<file path="config.mk">
export PLATFORM = sky130hd
export DESIGN_NAME = conv_window_buffer
export DESIGN_NICKNAME = d
export VERILOG_FILES = /design/src/rtl/conv_window_buffer.sv
export SDC_FILE = /design/constraint.sdc
export NUM_CORES = 2
export LEC_CHECK = 0
export BUFFER_PORTS_ARGS = -buffer_cell sky130_fd_sc_hd__buf_2
export CELL_PAD_IN_SITES_DETAIL_PLACEMENT = 1
export CELL_PAD_IN_SITES_GLOBAL_PLACEMENT = 1
export CORE_ASPECT_RATIO = 0.75
export CORE_MARGIN = 2
export CORE_UTILIZATION = 25
export CTS_CLUSTER_DIAMETER = 120
export DETAILED_ROUTE_END_ITERATION = 8
export PLACE_DENSITY_LB_ADDON = 0.1
export SYNTH_ARGS = -nofsm -noshare
export SYNTH_HDL_FRONTEND = slang
export SYNTH_SLANG_ARGS = --single-unit
</file>
<file path="constraint.sdc">
create_clock -name clk -period 8.75 [get_ports clk]
set_clock_uncertainty 0.1 [all_clocks]
set_input_delay 1.3125 -clock clk [delete_from_list [all_inputs] [get_ports clk]]
set_output_delay 1.3125 -clock clk [all_outputs]
set_load 0.01 [all_outputs]
</file>
<file path="src/rtl/conv_window_buffer.sv">
`default_nettype none
// +----------------------------------------------------------------------------+
// | conv_window_buffer                                                         |
// | K x K sliding-window generator over a raster pixel stream, runtime W/H.    |
// | Revision: 1.0                                                              |
// +----------------------------------------------------------------------------+
module conv_window_buffer #(
   parameter int DATA_WIDTH    = 8,
   parameter int KERNEL        = 3,
   parameter int MAX_IMG_WIDTH = 224,
   parameter int DIM_BITS      = 8
) (
   input  logic                                 clk,
   input  logic                                 resetn,
   input  logic                                 clear,
   input  logic [DIM_BITS-1:0]                  img_width,
   input  logic [DIM_BITS-1:0]                  img_height,
   input  logic                                 in_valid,
   input  logic [DATA_WIDTH-1:0]                in_data,
   output logic                                 win_valid,
   output logic [KERNEL*KERNEL*DATA_WIDTH-1:0]  win_data,
   output logic                                 frame_done
);

   localparam logic [DIM_BITS-1:0] c_max_w = DIM_BITS'(MAX_IMG_WIDTH);
   localparam logic [DIM_BITS-1:0] c_km1   = DIM_BITS'(KERNEL - 1);
   localparam logic [DIM_BITS-1:0] c_one   = DIM_BITS'(1);

   logic [DIM_BITS-1:0]   r_col;
   logic [DIM_BITS-1:0]   r_row;
   logic [DIM_BITS-1:0]   r_w;
   logic [DIM_BITS-1:0]   r_h;
   logic                  r_win_valid;
   logic                  r_frame_done;
   logic [DATA_WIDTH-1:0] r_line [KERNEL-1][MAX_IMG_WIDTH];
   logic [DATA_WIDTH-1:0] r_win  [KERNEL][KERNEL];

   logic                  w_accept;
   logic                  w_first;
   logic                  w_last_col;
   logic                  w_last_row;
   logic [DIM_BITS-1:0]   w_w;
   logic [DIM_BITS-1:0]   w_h;
   logic [DATA_WIDTH-1:0] w_tap [KERNEL];

   assign w_accept   = in_valid & ~clear;
   assign w_first    = (r_row == '0) && (r_col == '0);
   // Geometry is taken live on the frame's first pixel, from the latch afterwards
   assign w_w        = w_first ? ((img_width > c_max_w) ? c_max_w : img_width) : r_w;
   assign w_h        = w_first ? img_height : r_h;
   assign w_last_col = (r_col == (w_w - c_one));
   assign w_last_row = (r_row == (w_h - c_one));

   // Tap column: newest pixel at the bottom, oldest line memory at the top
   assign w_tap[KERNEL-1] = in_data;
   for (genvar j = 1; j < KERNEL; j++) begin : g_tap
      assign w_tap[KERNEL-1-j] = r_line[j-1][r_col];
   end

   always_ff @(posedge clk) begin
      if (w_accept && (r_col < c_max_w)) begin
         r_line[0][r_col] <= in_data;
         for (int j = 1; j < KERNEL - 1; j++) begin
            r_line[j][r_col] <= r_line[j-1][r_col];
         end
      end
   end

   always_ff @(posedge clk or negedge resetn) begin
      if (!resetn) begin
         r_col        <= '0;
         r_row        <= '0;
         r_w          <= '0;
         r_h          <= '0;
         r_win_valid  <= 1'b0;
         r_frame_done <= 1'b0;
         for (int r = 0; r < KERNEL; r++) begin
            for (int c = 0; c < KERNEL; c++) begin
               r_win[r][c] <= '0;
            end
         end
      end else if (clear) begin
         r_col        <= '0;
         r_row        <= '0;
         r_win_valid  <= 1'b0;
         r_frame_done <= 1'b0;
      end else begin
         r_win_valid  <= 1'b0;
         r_frame_done <= 1'b0;
         if (in_valid) begin
            if (w_first) begin
               r_w <= w_w;
               r_h <= w_h;
            end
            if (w_last_col) begin
               r_col <= '0;
               r_row <= w_last_row ? '0 : (r_row + c_one);
            end else begin
               r_col <= r_col + c_one;
            end
            r_win_valid  <= (r_row >= c_km1) && (r_col >= c_km1);
            r_frame_done <= w_last_col && w_last_row;
            for (int r = 0; r < KERNEL; r++) begin
               for (int c = 0; c < KERNEL - 1; c++) begin
                  r_win[r][c] <= r_win[r][c+1];
               end
               r_win[r][KERNEL-1] <= w_tap[r];
            end
         end
      end
   end

   assign win_valid  = r_win_valid;
   assign frame_done = r_frame_done;

   for (genvar r = 0; r < KERNEL; r++) begin : g_row
      for (genvar c = 0; c < KERNEL; c++) begin : g_col
         assign win_data[(r*KERNEL+c)*DATA_WIDTH +: DATA_WIDTH] = r_win[r][c];
      end
   end

endmodule
`default_nettype wire

</file>
* Word-level counts from Yosys, hierarchy flattened *
Memories as Yosys holds them, arrays and structs flattened.
Index checks and enable logic that the tools add are counted.

operators by class
  bitwise operators = 3
  equality and inequality tests = 2
  multiplexer cells = 24
  reduce and logical (&&, ||, !) cells = 12
  magnitude comparators = 6
  add/subtract/negate cells = 4

operators by type and width
  operator               number
  $mux W1792             1
  $bmux W8 S8            2
  $mux W8                15
  $demux W8 S8           1
  $add A8 B1 Y8 const B  2
  $eq A8 B8 Y1           2
  $ge A8 B2 Y1 const B   2
  $logic_not A8 Y1       2
  $sub A8 B1 Y8 const B  2
  $ge A9 B9 Y1 const B   1
  $lt A9 B1 Y1 const B   1
  $not A8 Y9             1
  $gt A8 B8 Y1 const B   1
  $lt A8 B8 Y1 const B   1
  $logic_and A1 B1 Y1    5
  $mux W1                5
  $reduce_and A2 Y1      2
  $reduce_bool A2 Y1     2
  $reduce_and A3 Y1      1
  $and A1 B1 Y1          1
  $not A1 Y1             1

storage, ports and cells
  RAM bits = 3584
  output and inout bits = 74
  bits of input ports = 28
  memories = 1
  logic and storage cells = 67
  register bits = 106

memories
  name    depth  bits a word  rd ports  clocked after Yosys merged registers in  wr ports  RTL line  text
  r_line  2      1792         2         0                                        2         35        logic [DATA_WIDTH-1:0] r_line [KERNEL-1][MAX_IMG_WIDTH];

* Longest topological paths before layout *
  depth in word-level cells = 9
  depth in mapped cells = 23
  depth with buffers taken out = 14

* Least setup slack after synthesis *
Ideal clock, no wire load.

  path type = reg2reg
  from = reg r_col[0]
  to = mem r_line[0][1798] (netlist bit) (data pin)
  required time = 7.041 ns
  path slack = 0.701 ns
  data arrival time = 6.340 ns
  cell stages (with the launch flop) = 10
  buffers on the path = 5
  library setup time = 1.609 ns
  clock period less this slack = 8.049 ns
  cell sequence = dfrtp_1 buf_6 buf_2 buf_2 buf_2 buf_2 mux4_2 mux4_2 a221oi_1 nand4_1

RTL lines
  what                    RTL line  text
  from (decl)             29        logic [DIM_BITS-1:0] r_col;
  from (signal assigned)  99        r_col <= r_col + c_one;
  to (decl)               35

==> flow_summary.json <==
{
  "synth_compound_area_frac": 0.00800,
  "syn_inst": 6094,
  "wl_per_cell_um": 33.6,
  "seqCellArea_um2": 110000,
  "nNetsFinal": 6562,
  "grt_max_degree": 161,
  "cts_sinks": 3690,
  "cp-start-kind": "register",
  "vias": 67400,
  "fin_ws_ps": 2320,
  "synth.distinct_cells": 68,
  "startpoint": "r_col[0]",
  "final_cell_count_no_fill": 14500,
  "gp_congestion": 0.732,
  "setup_tns_ps": 0,
  "cts_repair_resize_count": 0,
  "rrSetupSlack_ps": 2320,
  "area.growth.synth_to_final_pct": 17.4,
  "cts_buffers": 393,
  "final_cell_area_um2": 167000,
  "cp-end-kind": "register",
  "clockRootBuffer": "clkbuf_16",
  "io_pins": 102,
  "synthTopCellsByCount": "3,584 x edfxtp_1, 1,124 x mux4_2, 291 x nand2_1",
  "cp.required_ps": 9520,
  "power_leakage_nw": 50.0,
  "clock_path_buffers": 4,
  "yosysMostFrequentCell": "edfxtp_1",
  "numPortBuffers": 101,
  "grt_usage": 0.166,
  "utilization": 0.295,
  "syn_nets": 6131,
  "die_area_um2": 574000,
  "hold_path_class": "in -> async",
  "synth_ff_type": "edfxtp_1",
  "whs_ps": 163,
  "fp-row-count": 239,
  "rr_worst_depth": 8,
  "drtPass1Iterations": 5,
  "yosys-mux-area-fraction": 0.181,
  "multi_input_area_um2": 31400,
  "drtAntennaViolNets": 0,
  "synthSimpleGateAreaFrac": 0.0206,
  "worstPathMaxFanout": 145,
  "yosysWarningCount": 0,
  "power_frac_comb": 0.072,
  "drt_wl_total_mm": 486,
  "viasPerCell": 4.67,
  "cts_tree": "built",
  "synthAdderAreaFrac": 0.000793,
  "core_um2": 565000,
  "syn_area_um2": 142000,
  "postSynthAreaPerCell_um2": 23.3,
  "min_period_ps": 6430,
  "maxSlewViolCount": 0,
  "grt_pass1_wl_mm": 654,
  "ys_seq_area_frac": 0.777,
  "synth_edf_count": 3584,
  "finalSetupViolCount": 0,
  "dieHeight_um": 657,
  "htreeDepth": 5,
  "synthTopCellsByArea": "edfxtp_1 76%, mux4_2 18%, dfrtp_1 1.9%",
  "synth_top_family_by_area": "multiplexers",
  "drive_gt1_frac": 0.340,
  "synth_top_area_share": 0.758,
  "cts_hold_buf": 0,
  "tightestPinTransition_ps": 1360,
  "status": "finished clean",
  "swShare": 0.233,
  "ys_ff_latch": 3690,
  "antenna_found_initial": 59,
  "die-width_um": 874,
  "dp_hpwl_mm": 281,
  "fin_total_pwr_mw": 39.2,
  "clk_latency_ps": 1010,
  "post_cts_buffers": 0,
  "drt-initial-drc-count": 7148,
  "relSlewSlack": 0.0925,
  "dp_cells": 13700,
  "start_util": 0.251,
  "fin_crit_sh": 0.735,
  "rsz0062_at_grt": "false",
  "synth-xor-area-share": 0.00160,
  "place_area_um2": 154000,
  "maxCapViolCount": 0,
  "internal_power_mw": 30.1,
  "critical_path_class": "reg -> reg",
  "power_frac_seq": 0.507,
  "arrival_ps": 7200,
  "ir_drop_uv": 156,
  "synth_top_area_cell": "edfxtp_1",
  "drc_errors": 0,
  "grt_pass1_vias": 71400,
  "place_ws_ps": 2330,
  "clkTransAtPathRegs_ps": 70,
  "pwr_density_cell_nw_per_um2": 235,
  "power.switching_mw": 9.12,
  "overflow": 0,
  "fmaxAchievable_mhz": 156,
  "nFillCells": 56200,
  "r2r_start": "r_col[0]",
  "finalHoldViolations": 0,
  "async_flop_share": 0.0287,
  "clkPwrFrac": 0.421
}
critical path, stage by stage, from the launching register on:
cell      delay, ps
dfrtp_4        1070
buf_12          420
mux4_2          570
mux4_2          590
a31oi_1         820
a311oi_1        480
or4_4           840
buf_12          380
mux2_2          500
power by group through the flow:
stage | sequential [mW] | clock [mW] | combinational, mW
after CTS | 19.9 | 17.0 | 2.91
final | 19.9 | 16.5 | 2.82
after floorplan | 20.3 | 0 | 1.56
after global routing | 19.9 | 17.6 | 3.03
after detailed placement | 20.2 | 0 | 2.90
after global placement | 20.2 | 0 | 2.85
cells in the final DEF (no fill, tap or decap), types with 18 or more instances in the layout:
cell,n
bufinv_16,29
edfxtp_1,3584
mux4_2,1124
nor2_2,140
xnor2_1,18
a21oi_1,23
buf_4,238
clkinv_1,86
mux2i_1,31
dfrtp_1,99
buf_12,33
buf_2,92
clkbuf_16,399
nand3_1,39
nor2_4,91
nor2_1,40
nor3_1,18
a22oi_1,40
o21ai_0,18
clkbuf_1,100
nand2_1,288
clkinv_2,71
logic make-up (layout without fill, tap and decap cells):
family,count (synthesis),after routing
compound gates,154,154
flops,3690,3690
mux,1166,1166
fa+ha+maj,9,9
buf+inv,348,1103
other cells,0,15
xor+xnor,26,26
simple gates,701,701
routing by layer:
metal,vias up,global-route usage,part of all wire,wire length [µm]
li1,26900,-,-,-
met1,38300,0.251,0.48,234000
met2,1751,0.251,0.45,216000
met3,510,0.0293,0.054,26200
met4,8,0.0307,0.019,9200
met5,-,0,0.000086,42
area by class of cell:
| type | count | area share |
|---|---|---|
| Sequential cell | 3690 | 0.662 |
| Multi-Input combinational cell | 2056 | 0.188 |
| Clock buffer | 508 | 0.0629 |
| Tap cell | 7591 | 0.0570 |
| Timing Repair Buffer | 375 | 0.0184 |
| Clock inverter | 211 | 0.0113 |
| Inverter | 9 | 0.000263 |
| Antenna cell | 15 | 0.000225 |
flip-flops by register name, indices dropped and copies added (netlist names):
| name | flops |
|---|---|
| r_row | 8 |
| r_h | 8 |
| r_line | 3584 |
| frame_done | 1 |
| win_valid | 1 |
| r_w | 8 |
| r_col | 8 |
| win_data | 72 |
worst paths after layout:
check / endpoint
hold / removal: r_h[7]
max in group asynchronous: win_data[68]
hold reg to reg: win_data[53]
min in group clk: win_data[53]
setup reg to reg: win_data[40]
setup / recovery: win_data[40]
(Power assumes the default switching activity.)
